$ cat config.mk
export PLATFORM = sky130hd
export DESIGN_NAME = pc_fetch_unit
export DESIGN_NICKNAME = d
export VERILOG_FILES = /design/src/rtl/cpu_pkg.sv /design/src/rtl/pc_next_mux.sv /design/src/rtl/pc_fetch_unit.sv
export SDC_FILE = /design/constraint.sdc
export NUM_CORES = 1
export LEC_CHECK = 0
export ABC_AREA = 1
export CAP_MARGIN = 20
export CORE_MARGIN = 2
export CORE_UTILIZATION = 39
export CTS_CLUSTER_SIZE = 25
export DETAILED_ROUTE_END_ITERATION = 12
export PLACE_DENSITY = 0.7
export SYNTH_ARGS = -nofsm -noshare
export SYNTH_HDL_FRONTEND = slang
export SYNTH_SLANG_ARGS = --single-unit
export TNS_END_PERCENT = 20
$ cat constraint.sdc
create_clock -name clk_i -period 1.85 [get_ports clk_i]
set_input_delay 0.37 -clock clk_i [delete_from_list [all_inputs] [get_ports clk_i]]
set_output_delay 0.37 -clock clk_i [all_outputs]
set_load 0.02 [all_outputs]
$ cat src/rtl/cpu_pkg.sv
// Definitions shared by the MIPS pipeline front end: the NOP encoding,
// the default reset vector and the next-PC source select.
package cpu_pkg;

    localparam logic [31:0] NOP_INSTR        = 32'h0000_0000;
    localparam logic [31:0] DEFAULT_RESET_PC = 32'h0000_0000;

    typedef enum logic [1:0] {
        SEL_SEQ,
        SEL_JUMP,
        SEL_JR,
        SEL_BRANCH
    } pc_sel_e;

    function automatic logic [31:0] word_align(input logic [31:0] addr);
        return addr & 32'hFFFF_FFFC;
    endfunction

endpackage

$ cat src/rtl/pc_next_mux.sv
// Next-PC priority select and redirect-target formation for the fetch stage.
module pc_next_mux
    import cpu_pkg::*;
(
    input  logic [31:0] pc_i,
    input  logic [3:0]  ifid_pc4_hi_i,
    input  logic        pc_write_i,
    input  logic        jump_i,
    input  logic [27:0] jump_addr_i,
    input  logic        jr_i,
    input  logic [31:0] jr_addr_i,
    input  logic        branch_taken_i,
    input  logic [31:0] branch_target_i,
    output logic [31:0] next_pc_o,
    output pc_sel_e     sel_o,
    output logic        redirect_o
);

    logic [31:0] pc_plus4;

    assign pc_plus4 = pc_i + 32'd4;

    // A resolved branch comes from EX and is older than the stalled ID
    // instruction, so it wins even when the PC is otherwise held.
    always_comb begin
        sel_o     = SEL_SEQ;
        next_pc_o = pc_write_i ? pc_plus4 : pc_i;
        if (branch_taken_i) begin
            sel_o     = SEL_BRANCH;
            next_pc_o = word_align(branch_target_i);
        end else if (pc_write_i && jr_i) begin
            sel_o     = SEL_JR;
            next_pc_o = word_align(jr_addr_i);
        end else if (pc_write_i && jump_i) begin
            sel_o     = SEL_JUMP;
            next_pc_o = word_align({ifid_pc4_hi_i, jump_addr_i});
        end
    end

    assign redirect_o = (sel_o != SEL_SEQ);

endmodule

$ cat src/rtl/pc_fetch_unit.sv
// Instruction-fetch stage: program counter, IF/ID pipeline register and a
// saturating count of applied control-flow redirects.
module pc_fetch_unit
    import cpu_pkg::*;
#(
    parameter logic [31:0] RESET_PC = DEFAULT_RESET_PC,
    parameter int          CNT_W    = 16
) (
    input  logic             clk_i,
    input  logic             rst_i,
    input  logic [31:0]      instr_i,
    input  logic             pc_write_i,
    input  logic             ifid_write_i,
    input  logic             jump_i,
    input  logic [27:0]      jump_addr_i,
    input  logic             jr_i,
    input  logic [31:0]      jr_addr_i,
    input  logic             branch_taken_i,
    input  logic [31:0]      branch_target_i,
    output logic [31:0]      pc_o,
    output logic [31:0]      ifid_pc4_o,
    output logic [31:0]      ifid_instr_o,
    output logic             ifid_valid_o,
    output logic [CNT_W-1:0] redirect_cnt_o
);

    localparam logic [31:0]      RESET_PC_ALIGNED = RESET_PC & 32'hFFFF_FFFC;
    localparam logic [CNT_W-1:0] CNT_MAX          = '1;
    localparam logic [CNT_W-1:0] CNT_ONE          = {{(CNT_W-1){1'b0}}, 1'b1};

    logic [31:0]      pc_q, pc_d;
    logic [31:0]      ifid_pc4_q, ifid_pc4_d;
    logic [31:0]      ifid_instr_q, ifid_instr_d;
    logic             ifid_valid_q, ifid_valid_d;
    logic [CNT_W-1:0] cnt_q, cnt_d;

    logic [31:0] next_pc_w;
    pc_sel_e     sel_w;
    logic        redirect_w;
    logic [31:0] pc_plus4_w;

    assign pc_plus4_w = pc_q + 32'd4;

    pc_next_mux u_pc_next_mux (
        .pc_i            (pc_q),
        .ifid_pc4_hi_i   (ifid_pc4_q[31:28]),
        .pc_write_i      (pc_write_i),
        .jump_i          (jump_i),
        .jump_addr_i     (jump_addr_i),
        .jr_i            (jr_i),
        .jr_addr_i       (jr_addr_i),
        .branch_taken_i  (branch_taken_i),
        .branch_target_i (branch_target_i),
        .next_pc_o       (next_pc_w),
        .sel_o           (sel_w),
        .redirect_o      (redirect_w)
    );

    // The instruction fetched in the redirect shadow is on the wrong path,
    // so a redirect squashes IF/ID even if the hazard unit asked to hold it.
    always_comb begin
        pc_d         = next_pc_w;
        ifid_pc4_d   = ifid_pc4_q;
        ifid_instr_d = ifid_instr_q;
        ifid_valid_d = ifid_valid_q;
        cnt_d        = cnt_q;
        if (sel_w != SEL_SEQ) begin
            ifid_pc4_d   = 32'h0000_0000;
            ifid_instr_d = NOP_INSTR;
            ifid_valid_d = 1'b0;
        end else if (ifid_write_i) begin
            ifid_pc4_d   = pc_plus4_w;
            ifid_instr_d = instr_i;
            ifid_valid_d = 1'b1;
        end
        if (redirect_w && (cnt_q != CNT_MAX)) begin
            cnt_d = cnt_q + CNT_ONE;
        end
    end

    always_ff @(posedge clk_i or negedge rst_i) begin
        if (!rst_i) begin
            pc_q         <= RESET_PC_ALIGNED;
            ifid_pc4_q   <= 32'h0000_0000;
            ifid_instr_q <= NOP_INSTR;
            ifid_valid_q <= 1'b0;
            cnt_q        <= '0;
        end else begin
            pc_q         <= pc_d;
            ifid_pc4_q   <= ifid_pc4_d;
            ifid_instr_q <= ifid_instr_d;
            ifid_valid_q <= ifid_valid_d;
            cnt_q        <= cnt_d;
        end
    end

    assign pc_o           = pc_q;
    assign ifid_pc4_o     = ifid_pc4_q;
    assign ifid_instr_o   = ifid_instr_q;
    assign ifid_valid_o   = ifid_valid_q;
    assign redirect_cnt_o = cnt_q;

endmodule

==> results.md, run 1 <==
* Warnings from Yosys at 0
* Levels on crit path at 1
* Layout cells sized above 1 at 7.85%
* Arr. time, crit path at 1.45 ns
* Placement Cell Area at 9320 sq um
* Antenna violations before repair at 0
* Worst-skew pair later-pin latency at 0.35 ns
* First-pass GRT wire length at 32400 um
* Total GRT Usage at 23.1%
* TritonCTS Buffers at 9
* Clock Skew at 0.00597 ns
* Sequential area share after synthesis at 42.4%
* Number of vias per cell at 4.75
* Iteration-0 DRC Markers at 318
* Max incr delay on CP at 0.64 ns
* # port buffers at 233
* Synth area leader: dfrtp_1
* Status: finished, final reports clean
* Layout net count at 1326
* Fmax at 0.551 GHz
* Num ports at 244
* Final hold viol count at 0
* Total power at 0.00761 W
* Max-cap violations at 0
* GRT overflow at 0
* Final wirelength at 20000 um
* Pre-CTS WS at -0.149 ns
* Drt drc at 0
* Asr flop ratio synth at 100%
* Min Tclk post-route at 1.82 ns
* Fill cells at 1497
* Crit-path leading delay family: buffers and inverters
* Worst EP required at 1.48 ns
* VDD IR max at 0.443 mV
* Synth-to-Final Area Change at 50.9%
* Vias in the first global route at 6353
* Pwr Density at 783 nW/um^2
* Avg Inst Size Synth at 6.88 sq um
* Crit path max fanout at 4
* Buf+Inv Stages, Crit Path at 1
* Clk slew on worst S/H paths at 0.08 ns
* Worst Setup Slack, final at 0.0336 ns
* Initial Util at 40.2%
* Dpl hpwl at 15600 um
* # clock sinks at 109
* Leak pwr at 4.73 nW
* Fin. max-slew vios at 0
* EDFF count, synth at 0
* Die Y at 132 um
* Yosys top cell area share at 42.4%
* Ant diodes at 0
* TNS Setup at 0 ns
* Die area at 17600 sq um
* Final GP Congestion at 0.984
* CP Launch Type: flop
* H-Tree Depth at 3
* CTS max path bufs at 2
* Register Area at 2730 sq um
* RSZ-0062 raised after global routing: no
* Largest net degree at the start of global routing at 39
* Std-Cell Rows at 46
* Crit Path Class: reg2out
* Post-Synthesis Cells at 936
* CTS root buffer: clkbuf_16
* Final setup fails at 0
* DR vias at 6719
* Worst path slowest cell: clkdlybuf4s50_1
* Top cells by area, synth: dfrtp_1, nand2_1, nor2_1
* Post-DR wirelength/cell at 14.2 um
* Hold crit path type: in2async
* Unique masters post-synth at 34
* Chip width at 132 um
* CP Cell Sequence: clkdlybuf4s50_1
* Worst Reg-to-Reg Cells at 8
* Core area at 16000 sq um
* Top FF cell, synth: dfrtp_1
* Mapped Area at 6440 sq um
* CP Capture Type: output port
* Initial DRT Pass Iterations at 5
* Multi-input logic area at 3140 sq um
* Post-route cell area at 9720 sq um
* Remaining antenna violation count after routing at 0
* CTS tree: done
* Final period util at 98.2%
* Synth Register Bits at 109
[state kept, by name, summed over array words and instances (netlist names)]
signal / flops
redirect_cnt_o: 16
ifid_instr_o: 32
pc_o: 30
ifid_pc4_o: 30
ifid_valid_o: 1
[timing repair]
| item | 4_1_cts | 5_1_grt |
|---|---|---|
| pin swaps | 0 | 1 |
| buffers inserted | 0 | 0 |
| hold endpoints to repair | 23 | 0 |
| endpoints found under the setup margin | 13 | 26 |
| cloned | 0 | 0 |
| hold buffers | 1 | 0 |
| resized for setup | 13 | 22 |
[per-layer routing]
metal	track usage, %	share of wire [%]
met1	31.6	45
met4	8.48	2.3
met2	36.9	46
met3	3.87	6.4
met5	0	0
[cell families (layout without fill, tap and decap cells)]
group / count (synthesis) / after routing / share of synthesized area [%]
DFF: 109 / 109 / 42.4
other: 1 / 4 / 0.0582
xor gates and xnor gates: 21 / 21 / 2.86
adders and majority gates: 2 / 2 / 0.389
AOI/OAI and AO/OA: 106 / 106 / 8.88
and+or+nand+nor: 555 / 555 / 36.2
buffers and inverters: 142 / 401 / 9.29
[final timing paths]
path,slack (ns),startpoint,end
worst max-delay path,0.03,pc_o[31]$_DFFE_PN0P_,pc_o[31]
worst min-delay path,0.49,rst_i,pc_o[27]$_DFFE_PN0P_
worst max register to register,0.15,pc_o[2]$_DFFE_PN0P_,ifid_pc4_o[16]$_DFFE_PN0P_
worst min register to register,0.49,ifid_instr_o[17]$_DFFE_PN0P_,ifid_instr_o[17]$_DFFE_PN0P_
max in group asynchronous,0.80,rst_i,ifid_pc4_o[27]$_DFFE_PN0P_
min in group clk_i,0.49,ifid_instr_o[17]$_DFFE_PN0P_,ifid_instr_o[17]$_DFFE_PN0P_
[through the flow]
| step | hold slack, ns | util (%) | instances |
|---|---|---|---|
| CTS | 0.491 | 60.4 | 1414 |
| finish | 0.485 | 60.7 | 1414 |
| detailed placement | 0.331 | 58.3 | 1397 |
| global route | 0.518 | 60.7 | 1414 |
| floorplan | 0.0744 | - | 939 |
| global placement | 0.324 | 58.3 | 1397 |
[final cells by class]
type | count | share of cell area (%)
multi-input combinational | 688 | 32.3
inverter | 105 | 4.06
timing repair buffer | 280 | 29.2
clock buffer | 9 | 2.32
sequential | 109 | 28.1
clock inverter | 7 | 1.26
tap | 216 | 2.78
[synthesized netlist by cell type (all sizes together), types with 2 or more instances]
library cell / n
buf: 20
a21oi: 5
dfrtp: 109
o211ai: 5
inv: 104
a31oi: 6
o22ai: 8
ha: 2
xor2: 13
xnor2: 8
nor3: 5
nand2: 326
nor2: 153
dlymetal6s2s: 2
o21ai: 78
nand3: 50
and2: 12
nand4: 7
o21bai: 3
clkbuf: 15
[placed cells by master, fill, tap and decap left out, types with 2 or more instances in the layout]
cell type	count
clkbuf_16	9
a21oi_1	5
a31oi_1	6
o21bai_1	3
and2_1	12
inv_1	101
inv_2	3
bufinv_16	3
dlygate4sd2_1	13
nand3_2	3
o211ai_1	5
nor2_1	139
clkinvlp_4	2
nor2_4	10
nand2_4	3
conb_1	4
nand4_1	7
buf_4	37
clkdlybuf4s50_1	202
nor2_2	4
buf_12	10
dfrtp_2	2
xnor2_1	8
nand2_2	5
o22ai_1	8
dfrtp_1	107
nand2_1	318
nand3_1	47
dlymetal6s2s_1	17
nor3_1	5
xor2_1	13
o21ai_1	19
o21ai_0	59
[report_power, final]
part / internal (W) / switching (W) / total [W]
clock: 0.00133 / 0.000947 / 0.00228
combinational: 0.00111 / 0.00129 / 0.00240
sequential: 0.00264 / 0.000294 / 0.00293
total: 0.00509 / 0.00253 / 0.00761
Note: power is estimated with default switching activity, not from simulation.
==> run 2, diff against run 1 <==
CELL_PAD_IN_SITES_DETAIL_PLACEMENT = 0   (was unset)
CELL_PAD_IN_SITES_GLOBAL_PLACEMENT = 2   (was unset)
CORE_UTILIZATION = 23   (was 39)
PLACE_DENSITY = 0.78   (was 0.7)
==> run 2 against run 1 <==
- die area increased by 67%
- clock power down 4%
- routed wire length increased by 15%
- maximum frequency hardly changed
- register-to-register slack gained 0.02 ns
- total power down 0.49%
- via count down 1.9%
- non-clock buffer count up 9
- combinational power grew 2%
- first-iteration DRC count decreased by 17%
- largest power group unchanged
- highest routed layer unchanged
==> results.md, run 2 (synthesis gave the netlist of run 1 again) <==
* Status: finished, final reports clean
* CTS root buffer: clkbuf_16
* GRT overflow at 0
* Number of vias per cell at 4.16
* Final hold viol count at 0
* Dpl hpwl at 18400 um
* Fin. max-slew vios at 0
* Placement Cell Area at 9580 sq um
* Min Tclk post-route at 1.82 ns
* Largest net degree at the start of global routing at 45
* Final period util at 98.2%
* Std-Cell Rows at 61
* Crit path max fanout at 5
* Ant diodes at 0
* Iteration-0 DRC Markers at 264
* Dpl cells at 1567
* Remaining antenna violation count after routing at 0
* Post-route cell area at 9950 sq um
* Pre-CTS WS at -0.109 ns
* CTS tree: done
* Hold crit path type: in2async
* Crit Path Class: reg2out
* Reg2Reg Setup Slack at 0.17 ns
* Die Y at 171 um
* Clk slew on worst S/H paths at 0.08 ns
* # port buffers at 233
* Worst Setup Slack, final at 0.0336 ns
* Num ports at 244
* Most frequent cells in the layout: nand2_1, clkdlybuf4s50_1, nor2_1, inv_1, dfrtp_1
* Pwr Density at 761 nW/um^2
* Final GP Congestion at 0.814
* Worst path slowest cell: clkdlybuf4s50_1
* DR vias at 6594
* CP Capture Type: output port
* Initial DRT Pass Iterations at 4
* Max-cap violations at 0
* Post-DR wirelength/cell at 14.6 um
* Worst R2R End: pc_o[9]$_DFFE_PN0P_
* Synth-to-Final Area Change at 54.5%
* CP Cell Sequence: clkdlybuf4s50_1
* H-Tree Depth at 3
* Setup crit start: pc_o[12]$_DFFE_PN0P_
* Buf+Inv Stages, Crit Path at 1
* Arr. time, crit path at 1.45 ns
* CTS max path bufs at 2
* Crit-path leading delay family: buffers and inverters
* Clock Skew at 0.0129 ns
* # clock sinks at 109
* Fmax at 0.551 GHz
* Die area at 29300 sq um
* TNS Setup at 0 ns
* Drt drc at 0
* VDD IR max at 0.445 mV
* TritonCTS Buffers at 9
* Launching point of the worst reg2reg path: pc_o[2]$_DFFE_PN0P_
* Chip width at 171 um
* Final setup fails at 0
* Final wirelength at 23100 um
* Fill cells at 2986
* Core area at 27700 sq um
* Initial Util at 23.2%
* CP Launch Type: flop
* Vias in the first global route at 6427
* Max reg flops at 32
* First-pass GRT wire length at 35800 um
* Fin cells at 1585
* Max incr delay on CP at 0.68 ns
* Worst Reg-to-Reg Cells at 9
* Worst EP required at 1.48 ns
* Leak pwr at 4.70 nW
* Antenna violations before repair at 0
* Layout net count at 1335
* Total power at 0.00758 W
* RSZ-0062 raised after global routing: no
* Layout cells sized above 1 at 9.11%
* Total GRT Usage at 15.8%
* Commonest non-fill, non-tap cell in the layout: nand2_1
* Worst-skew pair later-pin latency at 0.36 ns
==> run 2: changes by cell type in the layout (fill, tap and decap cells not counted), moves of 3 or more <==
cell,before,now
clkdlybuf4s50_1,202,197
dlygate4sd2_1,13,29
nor2_2,4,1
nor2_4,10,13
dfrtp_2,2,9
dfrtp_1,107,100
buf_4,37,45
dlymetal6s2s_1,17,6
==> run 2: cell type report <==
| type | instances | area, sq um | area share, % |
|---|---|---|---|
| clock buffers | 9 | 225 | 2.26 |
| multi-input cells | 688 | 3160 | 31.8 |
| well taps | 378 | 473 | 4.75 |
| clock inverters | 7 | 96.3 | 0.968 |
| flip-flops and latches | 109 | 2740 | 27.5 |
| repair buffers | 289 | 2860 | 28.7 |
| inverters | 105 | 394 | 3.96 |
==> run 2: timing repair <==
| item | 4_1_cts | 5_1_grt |
|---|---|---|
| hold buffers | 1 | 0 |
| setup buffers | 0 | 1 |
| endpoints found under the hold margin | 2 | 0 |
| resized for setup | 30 | 23 |
| pin swaps | 0 | 2 |
| endpoints found under the setup margin | 30 | 20 |
==> run 2: layer usage <==
layer | GRT usage [%] | wire length, um | part of all wire, %
met3 | 3.61 | 1470 | 6.3
met4 | 3.57 | 239 | 1.0
met5 | 0 | 0 | 0
met2 | 25.5 | 10500 | 45
met1 | 21.6 | 11000 | 47
==> run 2: stage by stage <==
step / util [%] / hold WS [ns]
2_1_floorplan: - / 0.0744
3_3_place_gp: 34.6 / 0.200
3_5_place_dp: 34.6 / 0.201
4_1_cts: 35.7 / 0.354
5_1_grt: 35.9 / 0.371
6_report: 35.9 / 0.373
==> run 2: how the worst max path moves through the flow <==
stage,cells after the start,to
6_report,1,pc_o[12]
5_1_grt,11,pc_o[22]$_DFFE_PN0P_
4_1_cts,1,pc_o[4]
3_5_place_dp,10,ifid_pc4_o[5]$_DFFE_PN0P_
3_3_place_gp,7,redirect_cnt_o[5]$_DFFE_PN0P_
2_1_floorplan,12,pc_o[22]$_DFFE_PN0P_
==> run 2: power breakdown <==
part | internal (W) | leakage, nW | switching (W)
combinational | 0.00111 | 3.13 | 0.00134
sequential | 0.00264 | 1.40 | 0.000299
clock | 0.00120 | 0.161 | 0.000979
==> run 3, diff against run 2 <==
CORE_ASPECT_RATIO = 0.75   (was unset)
CORE_UTILIZATION = 24   (was 23)
CTS_BUF_LIST = sky130_fd_sc_hd__clkbuf_4 sky130_fd_sc_hd__clkbuf_8   (was unset)
PLACE_DENSITY = 0.81   (was 0.78)
SLEW_MARGIN = 40   (was unset)
==> run 3 against run 2 <==
- die area shrank 4.0%
- total power decreased by 9.5%
- worst setup slack improved by 0.018 ns
- combinational power about the same
- sequential share of layout area rose by 0.46 points
- critical path type unchanged
==> results.md, run 3 (synthesis gave the netlist of run 1 again) <==
* Std-Cell Rows at 51
* Arr. time, crit path at 1.43 ns
* Final wirelength at 24100 um
* Worst path slowest cell: clkdlybuf4s50_1
* Total GRT Usage at 17.3%
* Iteration-0 DRC Markers at 382
* Final setup fails at 0
* Min Tclk post-route at 1.80 ns
* Vias in the first global route at 6385
* Register Area at 2740 sq um
* Final GP Congestion at 0.846
* Reg2Reg Setup Slack at 0.12 ns
* Core area at 26200 sq um
* Final hold viol count at 0
* Launching point of the worst reg2reg path: pc_o[3]$_DFFE_PN0P_
* DR vias at 6624
* # port buffers at 233
* Worst-skew pair later-pin latency at 0.39 ns
* Final Util at 37.5%
* CP Cell Sequence: clkdlybuf4s50_1
* Crit Path Class: reg2out
* Crit path max fanout at 2
* CTS root buffer: clkbuf_8
* Final period util at 97.2%
* TritonCTS Buffers at 9
* Hold crit path type: in2async
* Buf+Inv Stages, Crit Path at 1
* GRT overflow at 0
* Initial DRT Pass Iterations at 5
* VDD IR max at 0.627 mV
* Worst Reg-to-Reg Cells at 10
* Synth-to-Final Area Change at 52.2%
* Clock Skew at 0.0171 ns
* Fin. max-slew vios at 0
* First-pass GRT wire length at 37200 um
* Multi-input logic area at 3170 sq um
* Drt drc at 0
* Max-cap violations at 0
* Most frequent cells in the layout: nand2_1, clkdlybuf4s50_1, nor2_1, inv_1, dfrtp_1
* Commonest non-fill, non-tap cell in the layout: nand2_1
* Initial Util at 24.6%
* Die area at 28200 sq um
* Fmax at 0.556 GHz
* Worst EP required at 1.48 ns
* CP Launch Type: flop
* Num ports at 244
* Clk slew on worst S/H paths at 0.12 ns
* Max reg flops at 32
* Fill cells at 2851
* Layout net count at 1338
* Chip width at 193 um
* Status: finished, final reports clean
* Layout cells sized above 1 at 9.83%
* Crit-path leading delay family: buffers and inverters
* CTS tree: done
* Antenna violations before repair at 1
* Leak pwr at 4.78 nW
* RSZ-0062 raised after global routing: yes
* CTS max path bufs at 2
* Die Y at 146 um
* Number of vias per cell at 4.26
* Pwr Density at 700 nW/um^2
* Worst R2R End: pc_o[16]$_DFFE_PN0P_
* Post-DR wirelength/cell at 15.5 um
* CP Capture Type: output port
* H-Tree Depth at 3
* Dpl hpwl at 19300 um
* TNS Setup at 0 ns
* Largest net degree at the start of global routing at 42
* Remaining antenna violation count after routing at 0
* # clock sinks at 109
* Max incr delay on CP at 0.62 ns
-- run 3: changes by cell type in the layout (fill, tap and decap cells not counted), moves of 4 or more --
cell / previous run / this run
dlygate4sd2_1: 29 / 41
clkbuf_8: 0 / 10
nor2_2: 1 / 5
dlymetal6s2s_1: 6 / 12
clkbuf_16: 9 / 0
clkdlybuf4s50_1: 197 / 179
-- run 3: how the worst max path moves through the flow --
stage	cells after the start	end	start	slack, ns
2_1_floorplan	12	pc_o[22]$_DFFE_PN0P_	pc_o[2]$_DFFE_PN0P_	0.14
3_3_place_gp	9	redirect_cnt_o[6]$_DFFE_PN0P_	pc_write_i	-0.09
3_5_place_dp	7	ifid_instr_o[8]$_DFFE_PN0P_	branch_taken_i	-0.10
4_1_cts	1	ifid_pc4_o[18]	ifid_pc4_o[18]$_DFFE_PN0P_	0.002
5_1_grt	12	pc_o[22]$_DFFE_PN0P_	pc_o[3]$_DFFE_PN0P_	-0.0005
6_report	1	ifid_pc4_o[21]	ifid_pc4_o[21]$_DFFE_PN0P_	0.05
-- run 3: layout make-up --
cell class | count | share of cell area (%)
diodes | 1 | 0.0255
clock buffers | 10 | 1.40
clock inverters | 6 | 0.460
inverters | 105 | 4.02
multi-input cells | 688 | 32.4
flip-flops and latches | 109 | 28.0
well taps | 344 | 4.39
repair buffers | 292 | 29.3
-- run 3: through the flow --
stage               std cells  total power, W  hold WS, ns  cell area [sq um]  setup WS, ns
floorplan                 939         0.00414       0.0744               6450         0.141
global placement         1528         0.00550        0.234               9490       -0.0918
detailed placement       1528         0.00552        0.235               9490        -0.104
CTS                      1546         0.00692        0.335               9640       0.00212
global route             1554         0.00733        0.365               9800     -0.000475
finish                   1555         0.00686        0.355               9800        0.0518
-- run 3: per-layer routing --
| layer | global-route usage [%] | wire, um | up-vias |
|---|---|---|---|
| li1 | - | - | 3443 |
| met1 | 26.7 | 12500 | 2986 |
| met2 | 24.3 | 9860 | 184 |
| met3 | 4.08 | 1630 | 11 |
| met4 | 2.69 | 151 | 0 |
| met5 | 0 | 0 | - |
-- run 3: report_power, final --
| group | total [W] | switching [W] | internal [W] | leakage [nW] |
|---|---|---|---|---|
| registers | 0.00294 | 0.000297 | 0.00265 | 1.40 |
| logic | 0.00245 | 0.00136 | 0.00109 | 3.29 |
| clock network | 0.00146 | 0.000922 | 0.000539 | 0.0970 |
-- run 3: what timing repair did --
action,CTS,global route
pin swaps,0,7
endpoints found under the setup margin,41,31
hold endpoints to repair,8,0
buffers inserted,1,8
resized for setup,43,35
hold buffers,1,0
